==> config.mk <==
export PLATFORM = sky130hd
export DESIGN_NAME = syscall_disp_hist
export DESIGN_NICKNAME = d
export VERILOG_FILES = /design/src/rtl/syscall_disp_hist.sv
export SDC_FILE = /design/constraint.sdc
export NUM_CORES = 1
export LEC_CHECK = 0
export CELL_PAD_IN_SITES_DETAIL_PLACEMENT = 0
export CELL_PAD_IN_SITES_GLOBAL_PLACEMENT = 2
export CORE_MARGIN = 2
export CORE_UTILIZATION = 41
export CTS_CLUSTER_SIZE = 10
export DETAILED_ROUTE_END_ITERATION = 16
export GPL_TIMING_DRIVEN = 0
export HOLD_SLACK_MARGIN = 0.05
export PLACE_DENSITY_LB_ADDON = 0.1
export SYNTH_ARGS = -nofsm -noshare
export SYNTH_HDL_FRONTEND = slang
export SYNTH_SLANG_ARGS = --single-unit
==> constraint.sdc <==
create_clock -name clk -period 6.4 [get_ports clk]
set_clock_uncertainty 0.2 [all_clocks]
set_input_delay 1.28 -clock clk [delete_from_list [all_inputs] [get_ports clk]]
set_output_delay 1.28 -clock clk [all_outputs]
set_load 0.01 [all_outputs]
==> src/rtl/syscall_disp_hist.sv <==
// rtl/syscall_disp_hist.sv - syscall print capture with history ring, halt flag and hex digit scan
module syscall_disp_hist #(
    parameter int          DATA_W    = 32,
    parameter int          DEPTH     = 8,
    parameter logic [31:0] EXIT_CODE = 32'd10,
    parameter int          SCAN_DIV  = 50000,
    parameter int          CNT_W     = 16,
    localparam int         PTR_W     = $clog2(DEPTH),
    localparam int         NDIG      = DATA_W / 4
) (
    input  logic                clk,
    input  logic                rst,
    input  logic                syscall,
    input  logic                syscall_valid,
    input  logic [DATA_W-1:0]   RF_A,
    input  logic [DATA_W-1:0]   RF_B,
    input  logic                clear,
    input  logic                hist_mode,
    input  logic [PTR_W-1:0]    sel,
    output logic [DATA_W-1:0]   syscallout,
    output logic                halted,
    output logic [CNT_W-1:0]    print_cnt,
    output logic [PTR_W:0]      fill,
    output logic [NDIG-1:0]     digit_an,
    output logic [3:0]          digit_val
);

    localparam int IDX_W = (NDIG > 1) ? $clog2(NDIG) : 1;
    localparam int SC_W  = $clog2(SCAN_DIV);

    logic [DATA_W-1:0] ring [DEPTH];
    logic [PTR_W-1:0]  wr_ptr;
    logic [SC_W-1:0]   scan_cnt;
    logic [IDX_W-1:0]  scan_idx;

    logic              ev;
    logic              is_exit;
    logic              print_ev;
    logic              exit_ev;
    logic [PTR_W-1:0]  newest_idx;
    logic [PTR_W-1:0]  hist_idx;

    assign ev       = syscall & syscall_valid & ~halted;
    assign is_exit  = (RF_A == DATA_W'(EXIT_CODE));
    assign print_ev = ev & ~is_exit;
    assign exit_ev  = ev & is_exit;

    // Pointer arithmetic relies on DEPTH being a power of two for natural wrap.
    assign newest_idx = wr_ptr - PTR_W'(1);
    assign hist_idx   = wr_ptr - PTR_W'(1) - sel;

    always_ff @(posedge clk or negedge rst) begin
        if (!rst) begin
            for (int i = 0; i < DEPTH; i++) begin
                ring[i] <= '0;
            end
            wr_ptr    <= '0;
            fill      <= '0;
            print_cnt <= '0;
            halted    <= 1'b0;
        end else if (clear) begin
            wr_ptr    <= '0;
            fill      <= '0;
            print_cnt <= '0;
            halted    <= 1'b0;
        end else begin
            if (print_ev) begin
                ring[wr_ptr] <= RF_B;
                wr_ptr       <= wr_ptr + PTR_W'(1);
                if (fill != (PTR_W+1)'(DEPTH)) begin
                    fill <= fill + (PTR_W+1)'(1);
                end
                if (print_cnt != {CNT_W{1'b1}}) begin
                    print_cnt <= print_cnt + CNT_W'(1);
                end
            end
            if (exit_ev) begin
                halted <= 1'b1;
            end
        end
    end

    always_comb begin
        syscallout = '0;
        if (!hist_mode) begin
            if (print_ev) begin
                syscallout = RF_B;
            end else if (fill != '0) begin
                syscallout = ring[newest_idx];
            end
        end else if ({1'b0, sel} < fill) begin
            syscallout = ring[hist_idx];
        end
    end

    // Free-running scan, deliberately independent of clear and halted.
    always_ff @(posedge clk or negedge rst) begin
        if (!rst) begin
            scan_cnt <= '0;
            scan_idx <= '0;
        end else if (scan_cnt == SC_W'(SCAN_DIV - 1)) begin
            scan_cnt <= '0;
            if (scan_idx == IDX_W'(NDIG - 1)) begin
                scan_idx <= '0;
            end else begin
                scan_idx <= scan_idx + IDX_W'(1);
            end
        end else begin
            scan_cnt <= scan_cnt + SC_W'(1);
        end
    end

    always_comb begin
        digit_an  = '1;
        digit_val = '0;
        for (int i = 0; i < NDIG; i++) begin
            if (scan_idx == IDX_W'(i)) begin
                digit_an[i] = 1'b0;
                digit_val   = syscallout[4*i +: 4];
            end
        end
    end

endmodule

==> results_tabular.tex <==
\begin{tabular}{lr}
\hline
Metric & Value \\
\hline
\multicolumn{2}{l}{\textbf{Placement}} \\
\quad DP Wirelength & 39.9 mm \\
\quad Port bufs & 133 \\
\quad Number of instances in the placed design & between 2,000 and 2,500 \\
\quad RePlAce Congestion & 0.868 \\
\multicolumn{2}{l}{\textbf{Global route}} \\
\quad Global-route usage over all layers & 0.278 \\
\quad Congestion Overflow GR & 0 \\
\quad Number of antenna violations at the first check in global routing & 2 \\
\quad Via count of the first global-routing pass & between 10,000 and 15,000 \\
\quad Largest net degree at the start of global routing & 117 \\
\quad Global-route wire length before repair & about 84 mm \\
\multicolumn{2}{l}{\textbf{Floorplanning}} \\
\quad IO Count & between 100 and 150 \\
\quad Initial standard-cell utilization of the core & 0.414 \\
\quad Die ar. & about 43,000 um2 \\
\quad Core area & around 40,000 um2 \\
\quad Horizontal die dimension & roughly 210 um \\
\quad Count of standard-cell rows & 74 \\
\quad Die Y & slightly above 200 um \\
\multicolumn{2}{l}{\textbf{Run}} \\
\quad Max capacitance violation total & 0 \\
\multicolumn{2}{l}{\textbf{Critical path}} \\
\quad Slowest stage delay, CP & approximately 500 ps \\
\quad Crit start category & primary input \\
\quad Critical path class & primary input to primary output \\
\quad Launch point of the worst reg-to-reg path & halted \\
\quad Worst Path Required & 4920 ps \\
\quad Data arrival time of the critical path & 4810 ps \\
\quad Highest-delay cell along the critical path & sky130\_fd\_sc\_hd\_\_mux4\_2 \\
\quad Worst-path maximum fanout & 5 \\
\quad Count of cells along the worst register-to-register path & 5 \\
\quad Crit path cell chain & clkdlybuf4s50\_1 -> ha\_1 -> fa\_2 -> xnor2\_4 -> buf\_12 -> xnor2\_4 -> buf\_12 -> buf\_4 -> mux4\_2 -> mux2\_2 -> a221o\_1 -> nor2\_2 -> a211oi\_2 -> dlygate4sd2\_1 \\
\quad Sum of buffers and inverters on the critical path & 5 \\
\quad CP endpoint kind & primary output \\
\quad Setup slack, reg-to-reg & between 2000 and 3000 ps \\
\quad Cell family contributing the most delay on the critical path & buffers and inverters \\
\quad Worst reg2reg endpoint & ring[97] \\
\multicolumn{2}{l}{\textbf{Final layout}} \\
\quad Signed area change from the synthesized netlist to the final layout & 21.5\% \\
\quad Multi-input gate area in the final layout & between 8000 and 9000 um2 \\
\quad Number of filler instances in the final layout & approximately 3,700 \\
\quad Antenna diodes & 0 \\
\quad Most common library cell in the layout ignoring fill and taps & sky130\_fd\_sc\_hd\_\_dfrtp\_1 \\
\quad Sequential cell area & 7480 um2 \\
\quad Post-route non-filler standard cell count & between 2,000 and 2,500 \\
\quad Leading cell types in the layout, fill and taps excluded & sky130\_fd\_sc\_hd\_\_dfrtp\_1, sky130\_fd\_sc\_hd\_\_mux2\_2, sky130\_fd\_sc\_hd\_\_nand2\_1, sky130\_fd\_sc\_hd\_\_clkdlybuf4s50\_1, sky130\_fd\_sc\_hd\_\_mux4\_2 \\
\quad Final layout net count & around 1,600 \\
\quad Final cell utilization of the core & 0.503 \\
\quad Fraction of layout instances using a drive strength above 1 & 0.326 \\
\multicolumn{2}{l}{\textbf{Routing}} \\
\quad Number of detailed-route iterations in the first pass & 5 \\
\quad Routed Antenna Nets & 0 \\
\quad Detail-routed net length per standard cell & 27.9 um \\
\quad Total via count after detailed routing & about 13,000 \\
\quad DR DRC count & 0 \\
\quad Number of vias per cell & 6.04 \\
\quad Violation count after the first detailed-route iteration & 1,255 \\
\quad Total wire length & 58.2 mm \\
\multicolumn{2}{l}{\textbf{Timing}} \\
\quad Aggregate negative setup slack & 0 ps \\
\quad Slew margin rel. & 0.256 \\
\quad Share of the clock period used by the worst path after layout & 0.983 \\
\quad Setup repair after global routing missed its margin & no \\
\quad Final number of hold-violating endpoints & 0 \\
\quad Final number of setup-violating endpoints & 0 \\
\quad Maximum clock frequency & 0.159 GHz \\
\quad Min cycle time layout & 6290 ps \\
\quad Final Max Slew Viols & 0 \\
\quad Worst Max-Slew Pin Slew & $\sim$1100 ps \\
\multicolumn{2}{l}{\textbf{Yosys}} \\
\quad Post-synth net total & $\sim$1,400 \\
\quad Top cell type's share of synthesized area & 0.445 \\
\quad Yosys warning total & 0 \\
\quad Post-Synthesis Cells & 1,352 \\
\quad Synthesized area per cell & 12.4 um2 \\
\quad Most area-hungry cell type in the Yosys netlist & sky130\_fd\_sc\_hd\_\_dfrtp\_1 \\
\quad Post-synthesis sequential area ratio & 0.445 \\
\quad Top flip-flop cell by instance count after synthesis & sky130\_fd\_sc\_hd\_\_dfrtp\_1 \\
\quad Number of enable-type register cells in the synthesized netlist & 0 \\
\quad Biggest area contributors in the synthesized netlist & sky130\_fd\_sc\_hd\_\_dfrtp\_1, sky130\_fd\_sc\_hd\_\_mux2\_2, sky130\_fd\_sc\_hd\_\_mux4\_2 \\
\quad Register bit count reported by yosys & 299 \\
\quad Async set-or-reset flop fraction in the synthesized netlist & 1.00 \\
\quad Synthesized cell area & between 15,000 and 20,000 um2 \\
\quad Count of distinct cell types in the synthesized netlist & 70 \\
\multicolumn{2}{l}{\textbf{CTS}} \\
\quad Clock tree root buffer cell & sky130\_fd\_sc\_hd\_\_clkbuf\_16 \\
\quad Worst-case clock buffer depth & 3 \\
\quad Clock tree from TritonCTS & built \\
\quad Number of buffers created by CTS & 37 \\
\quad Clock-pin slew of the registers on the worst-case setup and hold paths & roughly 50 ps \\
\quad Sinks on the clock net & $\sim$300 \\
\quad Clock Latency Late Sink & approximately 550 ps \\
\quad Maximum level of the CTS H-tree & 2 \\
\quad Number of buffers inserted by hold repair at cts & 0 \\
\multicolumn{2}{l}{\textbf{Worst hold path}} \\
\quad Start point of the worst min-delay path & scan\_cnt[0] \\
\quad Worst Hold Path Cells & 1 \\
\quad Classification of the worst-slack hold path & flip-flop to flip-flop \\
\quad End of the worst hold path & scan\_cnt[0] \\
\multicolumn{2}{l}{\textbf{Power}} \\
\quad Power per cell area & around 250 nW/um2 \\
\quad Largest voltage drop on the vdd net & 217 uV \\
\quad Leakage Power & 8.90 nW \\
\multicolumn{2}{l}{\textbf{Outcome}} \\
\quad Run status & complete, no violations \\
\hline
\end{tabular}
## cell families (layout without fill, tap and decap cells)
group           Yosys count  count (layout)  synth area share
flops                   299             299             0.445
simple gates            278             278            0.0767
fa+ha+maj                16              16            0.0123
xor+xnor                 32              32            0.0176
buf+inv                 122             322            0.0370
compound gates          201             201            0.0794
mux                     404             404             0.332
## where the power goes
group / switching, mW / total, mW / leakage, nW / internal, mW
logic: 0.587 / 1.13 / 4.35 / 0.540
clock network: 0.818 / 1.91 / 0.515 / 1.09
registers: 0.112 / 2.15 / 4.03 / 2.04
total: 1.52 / 5.19 / 8.90 / 3.67
## per-stage QoR
step	hold WS [ps]	cell area [um2]	setup WS, ps	power (mW)
global placement	262	18800	-9620	3.20
finish	263	20400	109	5.19
floorplan	233	16800	984	2.78
CTS	277	20400	-60.8	5.23
detailed placement	273	18900	-1940	3.22
global route	291	20400	9.47	5.39
## per-layer routing
metal / part of all wire / GRT usage / wire length [um]
met1: 0.43 / 0.381 / 24900
met2: 0.46 / 0.436 / 26900
met3: 0.076 / 0.0611 / 4400
met4: 0.032 / 0.0954 / 1870
met5: 0.0015 / 0.0115 / 87
## worst max-delay path by stage
stage	from	end	slack (ps)	depth (start not counted)
6_report	sel[0]	digit_val[2]	110	14
5_1_grt	sel[0]	digit_val[2]	9	13
4_1_cts	sel[0]	digit_val[0]	-60	13
3_5_place_dp	wr_ptr[0]	digit_val[0]	-1940	15
3_3_place_gp	rst	ring[241]	-9620	1
2_1_floorplan	sel[0]	digit_val[2]	980	11
## sequential cells by signal (all words and copies together) (netlist names)
name	flops
scan_cnt	16
wr_ptr	3
ring	256
fill	4
print_cnt	16
scan_idx	3
halted	1
## cells in the mapped netlist, drive strengths merged (4+ instances only)
cell type	instances
a211oi	8
dfrtp	299
inv	22
nand2	135
a32oi	23
a221o	8
xor2	10
mux2	245
clkbuf	42
buf	57
and2	4
or2	5
nor2	49
and3	16
a31oi	8
nand4	7
nand3	17
o211ai	4
nor4	9
xnor2	22
a221oi	6
mux4	98
nor3	10
o21a	7
mux2i	61
a21oi	52
ha	15
or3	10
o22ai	11
o21ai	47
## area by class of cell
cell class                      instances  share of cell area
Buffer                                 98              0.0328
Clock buffer                           49              0.0490
Clock inverter                          5             0.00233
Inverter                               23             0.00484
Multi-Input combinational cell        931               0.437
Sequential cell                       299               0.366
Tap cell                              532              0.0326
Timing Repair Buffer                  147              0.0748
## what timing repair did
item                                   4_1_cts  5_1_grt
gates resized for setup                     88       18
buffers inserted                            11        1
setup endpoints to repair                   36        4
endpoints found under the hold margin        0        0
pin swaps                                    9        2
No activity file was read; power rests on OpenSTA's default activity.
